`src/rtl/shift_register_unit.sv`:
```
// Parametrised register: sync clear, parallel load, multi-cycle serial shift by run-time amount.
// Latency: load 1 cycle; shift of n>0 takes n cycles busy, done pulses the cycle after (n+1 total).
// Backpressure: load/start ignored while busy; SHIFT_REGISTER_UNIT_ARITH_EN makes right shifts arithmetic.
module shift_register_unit #(
  parameter int WIDTH = 8,
  parameter int CNT_W = 4
) (
  input  logic             clk,
  input  logic             rst,
  input  logic             clr,
  input  logic             load,
  input  logic [WIDTH-1:0] data_in,
  input  logic             start,
  input  logic             dir,
  input  logic [CNT_W-1:0] amount,
  input  logic             serial_in,
  output logic [WIDTH-1:0] data_out,
  output logic             serial_out,
  output logic             busy,
  output logic             done
);

  typedef enum logic {IDLE, SHIFT} state_t;

  state_t             state_q, state_d;
  logic [CNT_W-1:0]   cnt_q, cnt_d;
  logic               dir_q, dir_d;
  logic [WIDTH-1:0]   data_q, data_d;
  logic               sout_q, sout_d;
  logic               done_q, done_d;
  logic               fill;

  localparam logic [CNT_W-1:0] CNT_ONE = {{(CNT_W-1){1'b0}}, 1'b1};

`ifdef SHIFT_REGISTER_UNIT_ARITH_EN
  assign fill = data_q[WIDTH-1];
`else
  assign fill = serial_in;
`endif

  always_ff @(posedge clk or negedge rst) begin
    if (!rst) begin
      state_q <= IDLE;
      cnt_q   <= '0;
      dir_q   <= 1'b0;
      data_q  <= '0;
      sout_q  <= 1'b0;
      done_q  <= 1'b0;
    end else begin
      state_q <= state_d;
      cnt_q   <= cnt_d;
      dir_q   <= dir_d;
      data_q  <= data_d;
      sout_q  <= sout_d;
      done_q  <= done_d;
    end
  end

  always_comb begin
    state_d = state_q;
    cnt_d   = cnt_q;
    dir_d   = dir_q;
    data_d  = data_q;
    sout_d  = sout_q;
    done_d  = 1'b0;
    case (state_q)
      IDLE: begin
        if (clr) begin
          data_d = '0;
          sout_d = 1'b0;
        end else if (load) begin
          data_d = data_in;
        end else if (start) begin
          // A zero-length shift completes immediately without entering SHIFT.
          if (amount == '0) begin
            done_d = 1'b1;
          end else begin
            cnt_d   = amount;
            dir_d   = dir;
            state_d = SHIFT;
          end
        end
      end
      SHIFT: begin
        if (clr) begin
          data_d  = '0;
          sout_d  = 1'b0;
          cnt_d   = '0;
          state_d = IDLE;
        end else begin
          if (dir_q) begin
            data_d = {fill, data_q[WIDTH-1:1]};
            sout_d = data_q[0];
          end else begin
            data_d = {data_q[WIDTH-2:0], serial_in};
            sout_d = data_q[WIDTH-1];
          end
          cnt_d = cnt_q - CNT_ONE;
          if (cnt_q == CNT_ONE) begin
            state_d = IDLE;
            done_d  = 1'b1;
          end
        end
      end
      default: state_d = IDLE;
    endcase
  end

  assign data_out   = data_q;
  assign serial_out = sout_q;
  assign busy       = (state_q == SHIFT);
  assign done       = done_q;

endmodule

```
`config.mk`:
```
export PLATFORM = sky130hd
export DESIGN_NAME = shift_register_unit
export DESIGN_NICKNAME = d
export VERILOG_FILES = /design/src/rtl/shift_register_unit.sv
export SDC_FILE = /design/constraint.sdc
export NUM_CORES = 1
export LEC_CHECK = 0
export BUFFER_PORTS_ARGS = -buffer_cell sky130_fd_sc_hd__buf_2
export CAP_MARGIN = 25
export CORE_MARGIN = 3
export CORE_UTILIZATION = 30
export CTS_BUF_LIST = sky130_fd_sc_hd__clkbuf_4 sky130_fd_sc_hd__clkbuf_8
export CTS_CLUSTER_DIAMETER = 80
export DETAILED_ROUTE_END_ITERATION = 10
export SYNTH_ARGS = -nofsm -noshare
export SYNTH_HDL_FRONTEND = slang
export SYNTH_SLANG_ARGS = --single-unit
```
`constraint.sdc`:
```
create_clock -name clk -period 1.5 [get_ports clk]
set_input_delay 0.075 -clock clk [delete_from_list [all_inputs] [get_ports clk]]
set_output_delay 0.075 -clock clk [all_outputs]
set_load 0.02 [all_outputs]
```
# After elaboration in Yosys (flattened, before gate mapping)
# Index checks and enable logic that the tools add are counted.
# word_totals
ff_bits,16
output_inout_bits,11
input_bits,19
# classes
n_addsub,1
n_eq_ne,7
reduce_logical,3
bitwise_logic,4
muxes,29
# ops
operator,count
8-bit two-way mux,4
4-bit two-way mux,5
8-bit one-hot mux with 2 select lines,1
1-bit two-way mux,15
"2-bit != test, second input constant",5
4-bit one-hot mux with 2 select lines,1
1-bit one-hot mux with 2 select lines,3
5-bit AND reduction,1
"4-bit by 1-bit == test with 1-bit output, second input constant",1
4-bit zero test,1
1-bit inverter,4
4-bit AND reduction,1
"4-bit by 1-bit subtractor with 4-bit output, second input constant",1
"3-bit != test, second input constant",1

# Depth between registers and ports, before layout
# depth
word_depth,6
ltp_mapped,5
depth_no_buf,5

# Worst setup path after synthesis
# Ideal clock, no wire load.
# synth_timing
path_kind,register -> register
startpoint,register state_q (netlist: busy)
endpoint,register cnt_q[2]
path_stages_with_launch,4
setup_slack_ps,208
t_arrival_ps,1154
cell_sequence,dfrtp_1 clkbuf_1 buf_1 o211ai_1
# synth_between
elab_chain_cells,3
word_cells_on_any_way,7
# synth_lines
item,line_no,source
from (decl),25,"state_t state_q, state_d;"
from (signal assigned),50,state_q <= state_d;
1-bit inverter,n/a,
2-bit != test (no source line),n/a,
4-bit AND reduction (no source line),n/a,
to (signal assigned),51,cnt_q <= cnt_d;
to (decl),26,"logic [CNT_W-1:0] cnt_q, cnt_d;"
# Several ways; a longest one is shown, not always the timed one.
# A chain may end at the register's enable or synchronous reset.

# Final worst setup path
# layout_timing
startpoint,register state_q (netlist: busy)
endpoint,register data_q[5] (netlist: data_out[5])
# layout_between
elab_chain_cells,2
word_cells_on_any_way,3
# layout_lines
item,line_no,source
1-bit inverter,n/a,
8-bit one-hot mux with 2 select lines or 3-bit != test (tied branches),n/a,
to (signal assigned),53,data_q <= data_d;
to (decl),28,"logic [WIDTH-1:0] data_q, data_d;"
# Several ways; a longest one is shown, not always the timed one.

==> impl_metrics.json <==
{
  "critPathMaxFanout": 18,
  "fp.dieArea_sq_um": 3910,
  "p_leak_uw": 0.000551,
  "final_common_cell": "buf_2",
  "rsz0062_at_grt": "false",
  "max_stage_delay_ns": 0.59,
  "yosysUniqueCellTypes": 30,
  "worstPathRequired_ns": 1.70,
  "vdd_ir_drop_max_mv": 0.478,
  "fin_crit_ns": 1.27,
  "crit_chain": "buf_4, a211oi_1, a211oi_1",
  "fin_cells": 168,
  "drc_errors": 0,
  "syn_area_sq_um": 960,
  "via_per_inst": 5.39,
  "io_buffer_count": 29,
  "ys_seq_area_frac": 0.417,
  "synthFlopType": "dfrtp_1",
  "cpMostUsedCell": "a211oi_1",
  "crit_buf_inv": 1,
  "diodes": 0,
  "cts_max_path_buffers": 2,
  "cts_tree": "yes",
  "cp_data_arrival_time_ns": 1.47,
  "slew_violations": 0,
  "synth.avg_cell_area_sq_um": 10.2,
  "clock-sinks": 16,
  "hold_buffers": 2,
  "fin_worst_skew_ns": 0.00138,
  "critical_path_depth": 3,
  "cts_root_buffer": "clkbuf_4",
  "placeableCoreArea_sq_um": 2900,
  "crit_type": "register to register",
  "critical-path-top-delay-family": "flip-flops",
  "whs_path_depth": 3,
  "fin_tns_setup_ns": 0,
  "hold_viol": 0,
  "grt.total_usage": 0.135,
  "grt_pass1_wl_um": 4290,
  "syn_nets": 115,
  "nNetsFinal": 148,
  "setup_viol_count_final": 0,
  "die_h_um": 62.6,
  "drt-total-wl_um": 2410,
  "die-width_um": 62.6,
  "grt_pass1_vias": 897,
  "crit_slowest_cell": "dfrtp_1",
  "drv_cap": 0,
  "cts-htree-levels": 1,
  "grt_overflow_total": 0,
  "holdCritPathClass": "input port to register",
  "drt_iter0_drc": 36,
  "cts_resized": 0,
  "cp-end-kind": "register",
  "drt-wirelength-per-cell_um": 14.4,
  "relSlewSlack": 0.666,
  "post_cts_buffers": 0,
  "vias": 905,
  "outcome": "finished, final reports clean",
  "fmax_ghz": 0.789,
  "grt_max_degree": 19,
  "post-route-period-util": 0.845,
  "rows": 19,
  "placed_cells": 162,
  "yosys_register_bits": 16,
  "tightest_slew_ns": 0.500,
  "clk_pin_slew_worst_paths_ns": 0.10,
  "gp_congestion": 0.848,
  "powerDensity_nw_per_um2": 1080,
  "dp_hpwl_um": 1760,
  "final_layout_size_suffix_gt1_frac": 0.317,
  "numCtsBuffers": 3,
  "r2r_cells": 3,
  "worst_setup_path_start_kind": "register",
  "drtPass1Iterations": 4,
  "ios": 30,
  "start_util": 0.331,
  "synth-edff-count": 0,
  "syn2layout_area_growth_pct": 26.2,
  "ys_warn_count": 0,
  "async_flop_share": 1.00,
  "ant_nets": 0,
  "antenna_found_initial": 0,
  "synth_cells": 94,
  "clk_latency_ns": 0.29,
  "layout_common_cells": "buf_2, a211oi_1, dfrtp_1"
}
-- cell usage after synthesis (all sizes together), types with 2 or more instances --
cell type   n  area, sq um
o211ai      2         15.0
nor2        4         15.0
dfrtp      16          400
or3b        2         20.0
clkbuf      3         11.3
nor2b      10         62.6
inv         3         11.3
mux2i       9         90.1
a211oi     17          128
o21ai       3         15.0
nor4        2         27.5
buf         3         13.8
nand3       4         20.0
ha          2         25.0
a21oi       3         15.0
-- stage by stage --
step | hold WS [ns] | utilization | cell area, sq um | setup slack, ns | power (uW)
floorplan | -0.221 | - | 960 | 0.208 | 878
global placement | 0.0175 | 0.398 | 1150 | 0.285 | 1000
detailed placement | 0.0215 | 0.398 | 1150 | 0.271 | 1010
CTS | 0.0712 | 0.418 | 1210 | 0.242 | 1320
global route | 0.0948 | 0.418 | 1210 | 0.110 | 1390
finish | 0.0806 | 0.418 | 1210 | 0.233 | 1300
-- state kept, by name (all words and copies together) (netlist names) --
name	flops
dir_q	1
cnt_q	4
data_out	8
done	1
serial_out	1
busy	1
-- final cells by class --
class	count	area (sq um)
fill	311	1690
multi-input combinational	69	523
sequential	16	400
timing repair buffer	34	188
tap	42	52.6
clock buffer	4	36.3
inverter	3	11.3
-- metal layers --
metal  vias to the layer above  GRT usage  share of wire
met1                       428      0.157           0.43
met5                         -          0              0
met4                         0     0.0441          0.020
li1                        423          -              -
met2                        45      0.222           0.46
met3                         9     0.0594          0.095
-- cells by family (layout without fill, tap and decap cells) --
kind of cell / after synthesis / count (layout) / synth area share
DFF: 16 / 16 / 0.417
buffers and inverters: 9 / 41 / 0.0378
muxes: 10 / 10 / 0.106
and+or+nand+nor: 25 / 25 / 0.175
adders and majority gates: 2 / 2 / 0.0261
AOI/OAI and AO/OA: 31 / 31 / 0.229
xor gates and xnor gates: 1 / 1 / 0.00913
-- worst register-to-register path, stage by stage (launching register included) --
cell      delay [ns]
dfrtp_1         0.59
buf_4           0.30
a211oi_1        0.07
a211oi_1        0.23
-- power breakdown --
group / leakage [uW] / internal (uW) / switching [uW]
clock network: 0.0000210 / 148 / 148
registers: 0.000209 / 501 / 113
logic: 0.000321 / 194 / 199
total: 0.000551 / 843 / 460
-- path summary, 6_finish.rpt --
path | end | slack, ns | from
max in group asynchronous | data_out[0]$_DFFE_PN0P_ | 1.01 | rst
worst max register to register | data_out[5]$_DFFE_PN0P_ | 0.23 | busy$_DFF_PN0_
worst min register to register | serial_out$_DFFE_PN0P_ | 0.56 | serial_out$_DFFE_PN0P_
worst max-delay path | data_out[5]$_DFFE_PN0P_ | 0.23 | busy$_DFF_PN0_
min in group asynchronous | cnt_q[3]$_DFFE_PN0P_ | 0.22 | rst
worst min-delay path | cnt_q[3]$_DFFE_PN0P_ | 0.08 | amount[3]
No activity file was read; power rests on OpenSTA's default activity.
